File: config.mk
export PLATFORM = sky130hd
export DESIGN_NAME = stream_group_accum
export DESIGN_NICKNAME = d
export VERILOG_FILES = /design/src/rtl/stream_group_accum_pkg.sv /design/src/rtl/sync_fifo_fwft_n.sv /design/src/rtl/stream_group_accum.sv
export SDC_FILE = /design/constraint.sdc
export NUM_CORES = 1
export LEC_CHECK = 0
export BUFFER_PORTS_ARGS = -buffer_cell sky130_fd_sc_hd__buf_2
export CAP_MARGIN = 15
export CORE_MARGIN = 4
export CORE_UTILIZATION = 36
export CTS_BUF_LIST = sky130_fd_sc_hd__clkbuf_8
export CTS_CLUSTER_SIZE = 10
export DETAILED_ROUTE_END_ITERATION = 6
export PLACE_DENSITY_LB_ADDON = 0.05
export SYNTH_ARGS = -nofsm -noshare
export SYNTH_HDL_FRONTEND = slang
export SYNTH_HIERARCHICAL = 1
export SYNTH_SLANG_ARGS = --single-unit
File: constraint.sdc
create_clock -name ap_clk -period 7.6 [get_ports ap_clk]
set_input_delay 0.76 -clock ap_clk [delete_from_list [all_inputs] [get_ports ap_clk]]
set_output_delay 0.76 -clock ap_clk [all_outputs]
set_load 0.005 [all_outputs]
File: src/rtl/stream_group_accum_pkg.sv
// Shared types and constants for the stream group accumulator.
// Includes state encoding, default word width, and the drop counter width.
package stream_group_accum_pkg;

    localparam int DIN_W_DEF  = 11;
    localparam int DROP_CNT_W = 16;

    typedef enum logic {
        ACC  = 1'b0,
        HOLD = 1'b1
    } state_t;

    // Ceiling log2. Evaluated at elaboration time for widths; clog2(1) is 0.
    function automatic int clog2(input int value);
        int r;
        int v;
        r = 0;
        v = value - 1;
        while (v > 0) begin
            r++;
            v = v >> 1;
        end
        return r;
    endfunction

endpackage

File: src/rtl/sync_fifo_fwft_n.sv
// First-word-fall-through synchronous FIFO. The head word is visible on rd_data whenever empty_n is high.
// A write while full is dropped, even if a pop happens in the same cycle.
module sync_fifo_fwft_n
    import stream_group_accum_pkg::*;
#(
    parameter int W     = 11,
    parameter int DEPTH = 8,
    localparam int PTR_W = clog2(DEPTH),
    localparam int CNT_W = PTR_W + 1
) (
    input  logic             clk,
    input  logic             srst,
    input  logic             ce,
    input  logic             wr_en,
    input  logic [W-1:0]     wr_data,
    input  logic             rd_en,
    output logic [W-1:0]     rd_data,
    output logic [CNT_W-1:0] count,
    output logic             full_n,
    output logic             empty_n
);

    logic [W-1:0]     r_mem [DEPTH];
    logic [PTR_W-1:0] r_wr_ptr;
    logic [PTR_W-1:0] r_rd_ptr;
    logic [CNT_W-1:0] r_count;
    logic             w_push;
    logic             w_pop;

    assign full_n  = (r_count != CNT_W'(DEPTH));
    assign empty_n = (r_count != '0);
    assign count   = r_count;
    assign rd_data = r_mem[r_rd_ptr];

    assign w_push = ce & wr_en & full_n;
    assign w_pop  = ce & rd_en & empty_n;

    always_ff @(posedge clk) begin
        if (w_push) begin
            r_mem[r_wr_ptr] <= wr_data;
        end
    end

    // Depth is a power of two, so pointers wrap naturally at PTR_W bits.
    always_ff @(posedge clk) begin
        if (srst) begin
            r_wr_ptr <= '0;
            r_rd_ptr <= '0;
            r_count  <= '0;
        end else begin
            if (w_push) begin
                r_wr_ptr <= r_wr_ptr + 1'b1;
            end
            if (w_pop) begin
                r_rd_ptr <= r_rd_ptr + 1'b1;
            end
            case ({w_push, w_pop})
                2'b10:   r_count <= r_count + 1'b1;
                2'b01:   r_count <= r_count - 1'b1;
                default: r_count <= r_count;
            endcase
        end
    end

endmodule

File: src/rtl/stream_group_accum.sv
// Buffers an adder output stream and sums fixed groups of GROUP_N words onto an ap_fifo read port.
// Optional drop counter output enabled by STREAM_GROUP_ACCUM_DROP_CNT_EN.
module stream_group_accum
    import stream_group_accum_pkg::*;
#(
    parameter int DIN_W   = DIN_W_DEF,
    parameter int GROUP_N = 4,
    parameter int DEPTH   = 8,
    localparam int SUM_W  = DIN_W + clog2(GROUP_N)
) (
    input  logic                  ap_clk,
    input  logic                  ap_rst,
    input  logic                  ap_ce,
    input  logic [DIN_W-1:0]      din,
    input  logic                  din_write,
    output logic                  din_full_n,
    output logic [SUM_W-1:0]      dout,
    output logic                  dout_empty_n,
    input  logic                  dout_read,
`ifdef STREAM_GROUP_ACCUM_DROP_CNT_EN
    output logic [DROP_CNT_W-1:0] drop_cnt,
`endif
    output logic                  ap_idle
);

    localparam int IDX_W = clog2(GROUP_N);
    localparam int CNT_W = clog2(DEPTH) + 1;

    state_t             r_state;
    state_t             w_state_next;
    logic [IDX_W-1:0]   r_idx;
    logic [IDX_W-1:0]   w_idx_next;
    logic [SUM_W-1:0]   r_acc;
    logic [SUM_W-1:0]   w_acc_next;
    logic [SUM_W-1:0]   r_dout;
    logic [SUM_W-1:0]   w_dout_next;
    logic               r_dout_empty_n;
    logic               w_dout_empty_n_next;
    logic               w_pop;
    logic [DIN_W-1:0]   w_fifo_dout;
    logic [CNT_W-1:0]   w_fifo_count;
    logic               w_fifo_full_n;
    logic               w_fifo_empty_n;
    logic [SUM_W-1:0]   w_word_ext;
    logic [SUM_W-1:0]   w_sum;

    sync_fifo_fwft_n #(
        .W     (DIN_W),
        .DEPTH (DEPTH)
    ) u_fifo (
        .clk     (ap_clk),
        .srst    (ap_rst),
        .ce      (ap_ce),
        .wr_en   (din_write),
        .wr_data (din),
        .rd_en   (w_pop),
        .rd_data (w_fifo_dout),
        .count   (w_fifo_count),
        .full_n  (w_fifo_full_n),
        .empty_n (w_fifo_empty_n)
    );

    // First word of a group restarts the accumulator instead of adding to it.
    assign w_word_ext = SUM_W'(w_fifo_dout);
    assign w_sum      = (r_idx == '0) ? w_word_ext : (r_acc + w_word_ext);

    always_comb begin
        w_state_next        = r_state;
        w_idx_next          = r_idx;
        w_acc_next          = r_acc;
        w_dout_next         = r_dout;
        w_dout_empty_n_next = r_dout_empty_n;
        w_pop               = 1'b0;
        if (ap_ce) begin
            case (r_state)
                ACC: begin
                    if (w_fifo_empty_n) begin
                        w_pop      = 1'b1;
                        w_acc_next = w_sum;
                        if (r_idx == IDX_W'(GROUP_N - 1)) begin
                            w_idx_next          = '0;
                            w_dout_next         = w_sum;
                            w_dout_empty_n_next = 1'b1;
                            w_state_next        = HOLD;
                        end else begin
                            w_idx_next = r_idx + 1'b1;
                        end
                    end
                end
                HOLD: begin
                    if (dout_read) begin
                        w_dout_empty_n_next = 1'b0;
                        w_state_next        = ACC;
                    end
                end
                default: w_state_next = ACC;
            endcase
        end
    end

    always_ff @(posedge ap_clk) begin
        if (ap_rst) begin
            r_state        <= ACC;
            r_idx          <= '0;
            r_acc          <= '0;
            r_dout         <= '0;
            r_dout_empty_n <= 1'b0;
        end else begin
            r_state        <= w_state_next;
            r_idx          <= w_idx_next;
            r_acc          <= w_acc_next;
            r_dout         <= w_dout_next;
            r_dout_empty_n <= w_dout_empty_n_next;
        end
    end

    assign din_full_n   = w_fifo_full_n;
    assign dout         = r_dout;
    assign dout_empty_n = r_dout_empty_n;
    assign ap_idle      = (r_state == ACC) & (w_fifo_count == '0) & (r_idx == '0);

`ifdef STREAM_GROUP_ACCUM_DROP_CNT_EN
    logic [DROP_CNT_W-1:0] r_drop_cnt;

    always_ff @(posedge ap_clk) begin
        if (ap_rst) begin
            r_drop_cnt <= '0;
        end else if (ap_ce & din_write & ~w_fifo_full_n & (r_drop_cnt != '1)) begin
            r_drop_cnt <= r_drop_cnt + 1'b1;
        end
    end

    assign drop_cnt = r_drop_cnt;
`endif

endmodule

* Word level (Yosys, flattened, before mapping)
Memory sizes are Yosys's and may differ from the RTL's. A register that Yosys moved wholly into a read port is not among the register bits.
Index checks and enable logic that the tools add are counted.
** Cells by class
- Add/subtract/negate cells :: 6
- Eq/ne operators :: 7
- Bitwise gates (word level) :: 7
- Mux-type cells :: 18
- Reductions and logical operators :: 7
** Operator list (count)
- $add A13 B11 Y13 :: 1
- $mux W13 :: 1
- $mux W1 :: 11
- $pmux W4 S2 :: 1
- $reduce_and A4 Y1 :: 2
- $add A3 B1 Y3 const B :: 2
- $and A1 B1 Y1 :: 6
- $mux W3 :: 2
- $add A4 B1 Y4 const B :: 1
- $eq A2 B2 Y1 const B :: 2
- $logic_not A4 Y1 :: 1
- $ne A2 B2 Y1 const B :: 2
- $ne A4 B4 Y1 const B :: 1
- $pmux W1 S2 :: 2
- $reduce_bool A4 Y1 :: 1
- $sub A4 B1 Y4 const B :: 1
- $reduce_and A3 Y1 :: 1
- $add A2 B1 Y2 const B :: 1
- $eq A2 B1 Y1 const B :: 1
- $logic_not A2 Y1 :: 1
- $mux W2 :: 1
- $ne A2 B1 Y1 const B :: 1
- $reduce_bool A2 Y1 :: 1
- $not A1 Y1 :: 1
** Storage, ports and cells
- Word-level logic and storage cells :: 54
- Register bits after elaboration :: 40
- Input port bits :: 16
- Output and inout port bits :: 16
- Memories kept :: 1
- Memory bits (writable) :: 88
** Memory list
- u_fifo.r_mem :: words 8, width 11, read ports 1, clocked after memory_dff 1, write ports 1, line sync_fifo_fwft_n.sv:23 : logic [W-1:0] r_mem [DEPTH];

* Longest topological paths before layout
Gate-level depths: netlist of the first run.
- Depth in word-level cells :: 8
- Depth in mapped cells :: 15
- Mapped depth without buffers :: 12

* Cells and area by module
The synthesis of the first run kept the hierarchy.
** By module, submodules not included
- sync_fifo_fwft_n :: instances 1, sequential area each 2902.8 sq um, cells each 199, area an instance 3975.1 sq um
- stream_group_accum :: instances 1, sequential area each 600.6 sq um, cells each 207, area an instance 1714.1 sq um

* Least setup slack after synthesis of the first run
No wires, ideal clock.
- Kind :: register -> register
- Start :: register with a tool-made name
- End :: register r_acc[12]
- Arrival time :: 3249 ps
- Cell stages (with the launch flop) :: 12
- Slack :: 4229 ps
- Library setup time :: 122 ps
- Data required time :: 7478 ps
- Cell sequence :: dfxtp_1 > buf_2 > mux4_2 > mux2_2 > ha_1 > fa_1 > a21o_1 > a221oi_2 > nor3_2 > o31ai_4 > nor3_1 > a311o_1
** RTL lines
- end signal: assignment :: line stream_group_accum.sv:111 : r_acc <= w_acc_next;
- end: declaration :: line stream_group_accum.sv:33 : logic [SUM_W-1:0] r_acc;

==> reports/metrics.cfg, run 1 <==
[cts]
cts_hold_buf=0
cts.path.max_buffers=2
post_cts_buffers=0
cts_resized=0
clock_latency_ps=440
htreeDepth=4
cts_sinks=131
cts_buffers=17
clk_pin_slew_ps=80
cts_tree=done
cts_root_buf=clkbuf_8

[timing]
finalSetupViolCount=0
finalHoldViolations=0
slew_headroom=0.257
period_minus_slack_ps=3880
fmax_mhz=258
setup_slack_ps=3720
final.period_utilization=0.510
worst_pin_slew_ps=1110
drv_slew=0
fin_setup_tns_ps=0
grt_setup_unrepaired=false
clock_skew_ps=10.9

[detailed_routing]
routed-wl-met2_um=5600
wl_um=11500
drt-wirelength-per-cell_um=17.1
ant_nets=0
dr.pass1.iters=4
drt-vias-per-instance=5.04
vias=3393
drcViolationCount=0
met3_length_um=422
drt-initial-drc-count=198
routed.top_layer=met4
met1_length_um=5350

[synth]
synthCells=406
synthSimpleGateAreaFrac=0.0926
syn_nets=441
synthXorXnorAreaFrac=0.0260
ys.flop_type=edfxtp_1
synth-seq-area-share=0.616
synth_top_family_by_area=multiplexers
yosys_warnings=6
synth-async-reset-ratio=0
synthAdderAreaFrac=0.0431
synth_cell_types=58
synthMuxAreaShare=0.120
synth_area_mm2=0.00569
synth_compound_area_frac=0.0851
synth_area_per_cell_um2=14.0
ys_ff_latch=131
synth_edf_count=88

[power]
ir_drop_mv=0.180
leakage_nw=2.33
powerDensity_mw_per_mm2=236

[setup_path]
slowest_stage=dfxtp_1
path_class=flip-flop to flip-flop
required_ps=7950
path_delay_family=compound AO/OA/AOI/OAI gates
crit_fanout=22
cp.arrival_ps=4230
slowest_delay_ps=1060
end_kind=flip-flop
startpoint_type=flip-flop
path_cells=mux4_2 > mux2_2 > ha_1 > fa_1 > a21o_1 > a221oi_2 > o21ai_0 > xor2_1 > mux2i_1 > a211oi_1
critPathBufInv=0

[final_layout]
layout.nets=484
stdcell_area_mm2=0.00657
fillers=1453
instances_no_fill=673
diodes=0
final_util=0.429
syn_to_final_growth_pct=15.5
final_layout_size_suffix_gt1_frac=0.271

[floorplanning]
ios=32
chipWidth_um=134
core_mm2=0.0153
num_rows=45
initial_utilization=0.371
die_area_mm2=0.0179
chipHeight_um=134

[status]
status=complete, no violations

[place]
hpwl_um=7430
io_buffers=31
placed_area_mm2=0.00613
dp.cells=641
gp_congestion=0.831
dp_worst_setup_slack_ps=3690

[global_route]
antenna_found_initial=0
grt_pass1_wl_um=18900
overflow=0
grt.total_usage=0.140
grt_pass1_vias=3396
grt_max_degree=38

[min_path]
hp-class=flip-flop to flip-flop

[run]
cap_violations=0

-- path summary, 6_finish.rpt --
kind / startpoint / end / slack (ps) / cells past startpoint
setup / recovery: flip-flop / r_acc[8] / 3720 / 10
hold reg to reg: dout_empty_n / dout_empty_n / 460 / 2
setup reg to reg: flip-flop / r_acc[8] / 3720 / 10
hold / removal: dout_empty_n / dout_empty_n / 460 / 2
-- per-stage QoR --
stage,hold slack [ps],total power [mW]
2_1_floorplan,449,0.879
3_3_place_gp,435,0.915
3_5_place_dp,449,0.916
4_1_cts,464,1.57
5_1_grt,480,1.62
6_report,458,1.55
-- registers in the layout (all words and copies together), names as in the netlist, named ones only --
signal,cells
u_fifo/r_mem,88
dout_empty_n,1
dout,13
u_fifo/count,4
r_state,1
r_acc,13
u_fifo/r_rd_ptr,3
u_fifo/r_wr_ptr,3
r_idx,2
-- where the power goes --
| group | internal, mW | switching, mW |
|---|---|---|
| sequential | 0.771 | 0.00828 |
| clock | 0.362 | 0.290 |
| combinational | 0.0473 | 0.0712 |
-- worst reg2reg max path, cell delays in order (launching register included) --
cell and delay [ps]:
dfxtp_1 1060, mux4_2 420, mux2_2 290, ha_1 210
fa_1 410, a21o_1 220, a221oi_2 470, o21ai_0 200
xor2_1 150, mux2i_1 100, a211oi_1 260
-- cells in the mapped netlist, drive strengths merged (2+ instances only) --
master,instances,area share
edfxtp,88,0.46
dfxtp,43,0.15
nor2,38,0.025
a21oi,28,0.025
mux4,22,0.087
nand2,20,0.013
ha,18,0.040
o21ai,15,0.013
mux2,12,0.024
nor3,12,0.011
clkbuf,10,0.0066
xor2,10,0.015
a211oi,9,0.013
buf,7,0.0070
o22ai,6,0.0066
xnor2,6,0.011
a21o,5,0.0066
and3,5,0.0075
inv,5,0.0033
mux2i,5,0.0088
nand3,4,0.0035
a31oi,3,0.0033
nand2b,3,0.0033
a211o,2,0.0033
and2,2,0.0022
and4,2,0.0033
nand3b,2,0.0026
o211ai,2,0.0026
o31ai,2,0.0051
or3,2,0.0022
or4,2,0.0033
or4b,2,0.0042
-- layout make-up --
class | count | area (µm²) | area share
repair buffers | 41 | 230 | 0.0350
inverters | 6 | 23.8 | 0.00362
flip-flops and latches | 131 | 3500 | 0.533
clock buffers | 17 | 234 | 0.0356
clock inverters | 15 | 204 | 0.0310
well taps | 211 | 264 | 0.0402
multi-input cells | 252 | 2110 | 0.321
-- placed cells by master, fill, tap and decap left out, types with 3 or more instances in the layout --
master     Yosys  routed
a211oi_1       8       8
nand2_1       20      20
mux2_2        12      12
inv_6          0       4
clkbuf_8       0      17
bufinv_16      0       4
xnor2_1        5       5
buf_2          5      31
xor2_1        10      10
buf_4          0      10
edfxtp_1      88      88
o21ai_0       15      15
nor3_2         1       5
a21o_1         5       5
dfxtp_1       43      43
mux4_2        22      22
a21oi_1       28      28
o22ai_1        6       6
nor3_1        11       7
nand3_1        4       4
nand2b_1       3       3
inv_1          5       5
mux2i_1        5       5
ha_1          18      18
a31oi_1        3       3
nor2_1        38      38
-- cell families after synthesis --
family	count (synthesis)
flops	131
simple gates	102
compound gates	76
mux	39
buf+inv	23
fa+ha+maj	19
xor+xnor	16
-- layer usage --
layer	up-vias	track usage
met5	-	0
met1	1670	0.179
li1	1658	-
met3	11	0.0370
met4	0	0.0560
met2	54	0.227
Power figures use the tool's default switching activity.
==> run 2: changes to the inputs <==
Clock period 7.6 ns to 3.8 ns, I/O delays scaled along.
==> reports/metrics.cfg, run 2 (synthesis results as in run 1) <==
[status]
status=complete, no violations

[timing]
finalHoldViolations=0  ; unchanged
slew_headroom=0.402  ; +0.145
hold_ws_ps=217  ; -241 ps
fin_setup_tns_ps=0  ; unchanged
final.period_utilization=0.907  ; +0.397
drv_slew=0  ; unchanged
grt_setup_unrepaired=false
fmax_mhz=290  ; +12%
finalSetupViolCount=0  ; unchanged
period_minus_slack_ps=3450  ; -430 ps
worst_pin_slew_ps=898  ; -216 ps
clock_skew_ps=11.0  ; +0.0375 ps

[final_layout]
layout_common_cells=edfxtp_1 (88), dfxtp_1 (43), nor2_1 (38)
layout.nets=489  ; +1.0%
final_layout_size_suffix_gt1_frac=0.272  ; +0.00139
syn_to_final_growth_pct=15.1
fillers=1449  ; -0.28%
regMostFlops=u_fifo/r_mem
largest_reg_flops=88  ; unchanged
final_common_cell=edfxtp_1
diodes=0  ; unchanged

[global_route]
overflow=0  ; unchanged
grt_pass1_vias=3493  ; +2.9%
grt_pass1_wl_um=19300  ; +2.4%
grt.total_usage=0.143  ; +0.00333
antenna_found_initial=0  ; unchanged
grt_max_degree=37  ; -2.6%

[power]
powerDensity_mw_per_mm2=447  ; +89%
ir_drop_mv=0.205  ; +14%
leakage_nw=2.33  ; about the same

[place]
gp_congestion=0.834  ; +0.31%
io_buffers=31  ; unchanged
hpwl_um=7950  ; +7.0%

[floorplanning]
chipHeight_um=134  ; unchanged
initial_utilization=0.371  ; unchanged
num_rows=45  ; unchanged
chipWidth_um=134  ; unchanged
die_area_mm2=0.0179  ; unchanged
ios=32  ; unchanged
core_mm2=0.0153  ; unchanged

[detailed_routing]
routed.top_layer=met4
drt-wirelength-per-cell_um=17.9  ; +4.5%
vias=3406  ; +0.38%
routed-wl-met2_um=6010  ; +7.5%
drt-initial-drc-count=150  ; -24%
wl_um=12100  ; +5.3%
dr.pass1.iters=4  ; unchanged
drt-vias-per-instance=5.02  ; -0.36%
met3_length_um=325  ; -23%
drcViolationCount=0  ; unchanged
met1_length_um=5710  ; +6.6%
ant_nets=0  ; unchanged

[cts]
cts_tree=done
cts_root_buf=clkbuf_8
post_cts_buffers=0  ; unchanged
cts_resized=0  ; unchanged
cts.path.max_buffers=2  ; unchanged
htreeDepth=4  ; unchanged
clk_pin_slew_ps=80  ; about the same
cts_sinks=131  ; unchanged
cts_hold_buf=0  ; unchanged
cts_buffers=17  ; unchanged
clock_latency_ps=430  ; about the same

[setup_path]
rr_worst_depth=10  ; unchanged
cp.arrival_ps=3760  ; -470 ps
path_class=flip-flop to flip-flop
required_ps=4110  ; -3840 ps
startpoint_type=flip-flop
r2r_end=r_acc[12]
crit_fanout=12  ; -45%
crit_end=r_acc[12]
reg2reg_slack_ps=350  ; -3370 ps
end_kind=flip-flop

[min_path]
hold_path.startpoint=din[6]
hp-class=primary input to flip-flop
hold_depth=1  ; -1

[run]
cap_violations=0  ; unchanged

[run 2: changes by cell type in the layout (fill, tap and decap cells not counted)]
cell and delta:
clkinv_1 +1, inv_6 -2, clkinvlp_4 +1, clkinv_4 +1, buf_4 +5, inv_1 +2
bufinv_16 -2, inv_8 -1
[run 2: worst max-delay path, cell delays in order, from the launching register on]
cell,delay [ps]
dfxtp_1,430
buf_4,300
mux4_2,530
mux2_2,320
ha_1,350
a21o_1,220
a221oi_2,480
nor3_2,120
o31ai_4,230
nor3_1,70
a311o_1,270
[run 2: cell type report]
type / instances / area [µm²] / area share
Clock buffer: 17 / 234 / 0.0357
Clock inverter: 15 / 143 / 0.0218
Inverter: 6 / 23.8 / 0.00363
Multi-Input combinational cell: 252 / 2110 / 0.322
Sequential cell: 131 / 3500 / 0.535
Tap cell: 211 / 264 / 0.0403
Timing Repair Buffer: 46 / 268 / 0.0409
[run 2: where the power goes]
part	internal, mW	switching [mW]
combinational	0.0964	0.144
sequential	1.54	0.0169
clock	0.576	0.547
total	2.22	0.708
[run 2: worst min path at each step]
stage,end,slack (ps)
2_1_floorplan,dout[11],450
5_1_grt,u_fifo/r_mem[2][6],190
3_3_place_gp,dout[11],440
4_1_cts,u_fifo/r_mem[3][8],180
3_5_place_dp,dout[11],450
6_report,u_fifo/r_mem[5][6],220
[run 2: metal layers]
metal / vias to the layer above / GRT usage
met4: 0 / 0.0417
li1: 1652 / -
met3: 6 / 0.0442
met5: - / 0
met2: 43 / 0.239
met1: 1705 / 0.180
[run 2: per-stage QoR]
step	area, µm²	std cells	utilization	setup WS [ps]	total power [mW]
final	6550	678	0.427	352	2.92
after global routing	6550	678	0.427	83.3	3.07
after CTS	6550	678	0.427	300	2.97
after detailed placement	6170	646	0.403	330	1.84
after global placement	6170	646	0.403	398	1.83
after floorplan	5690	406	-	429	1.76
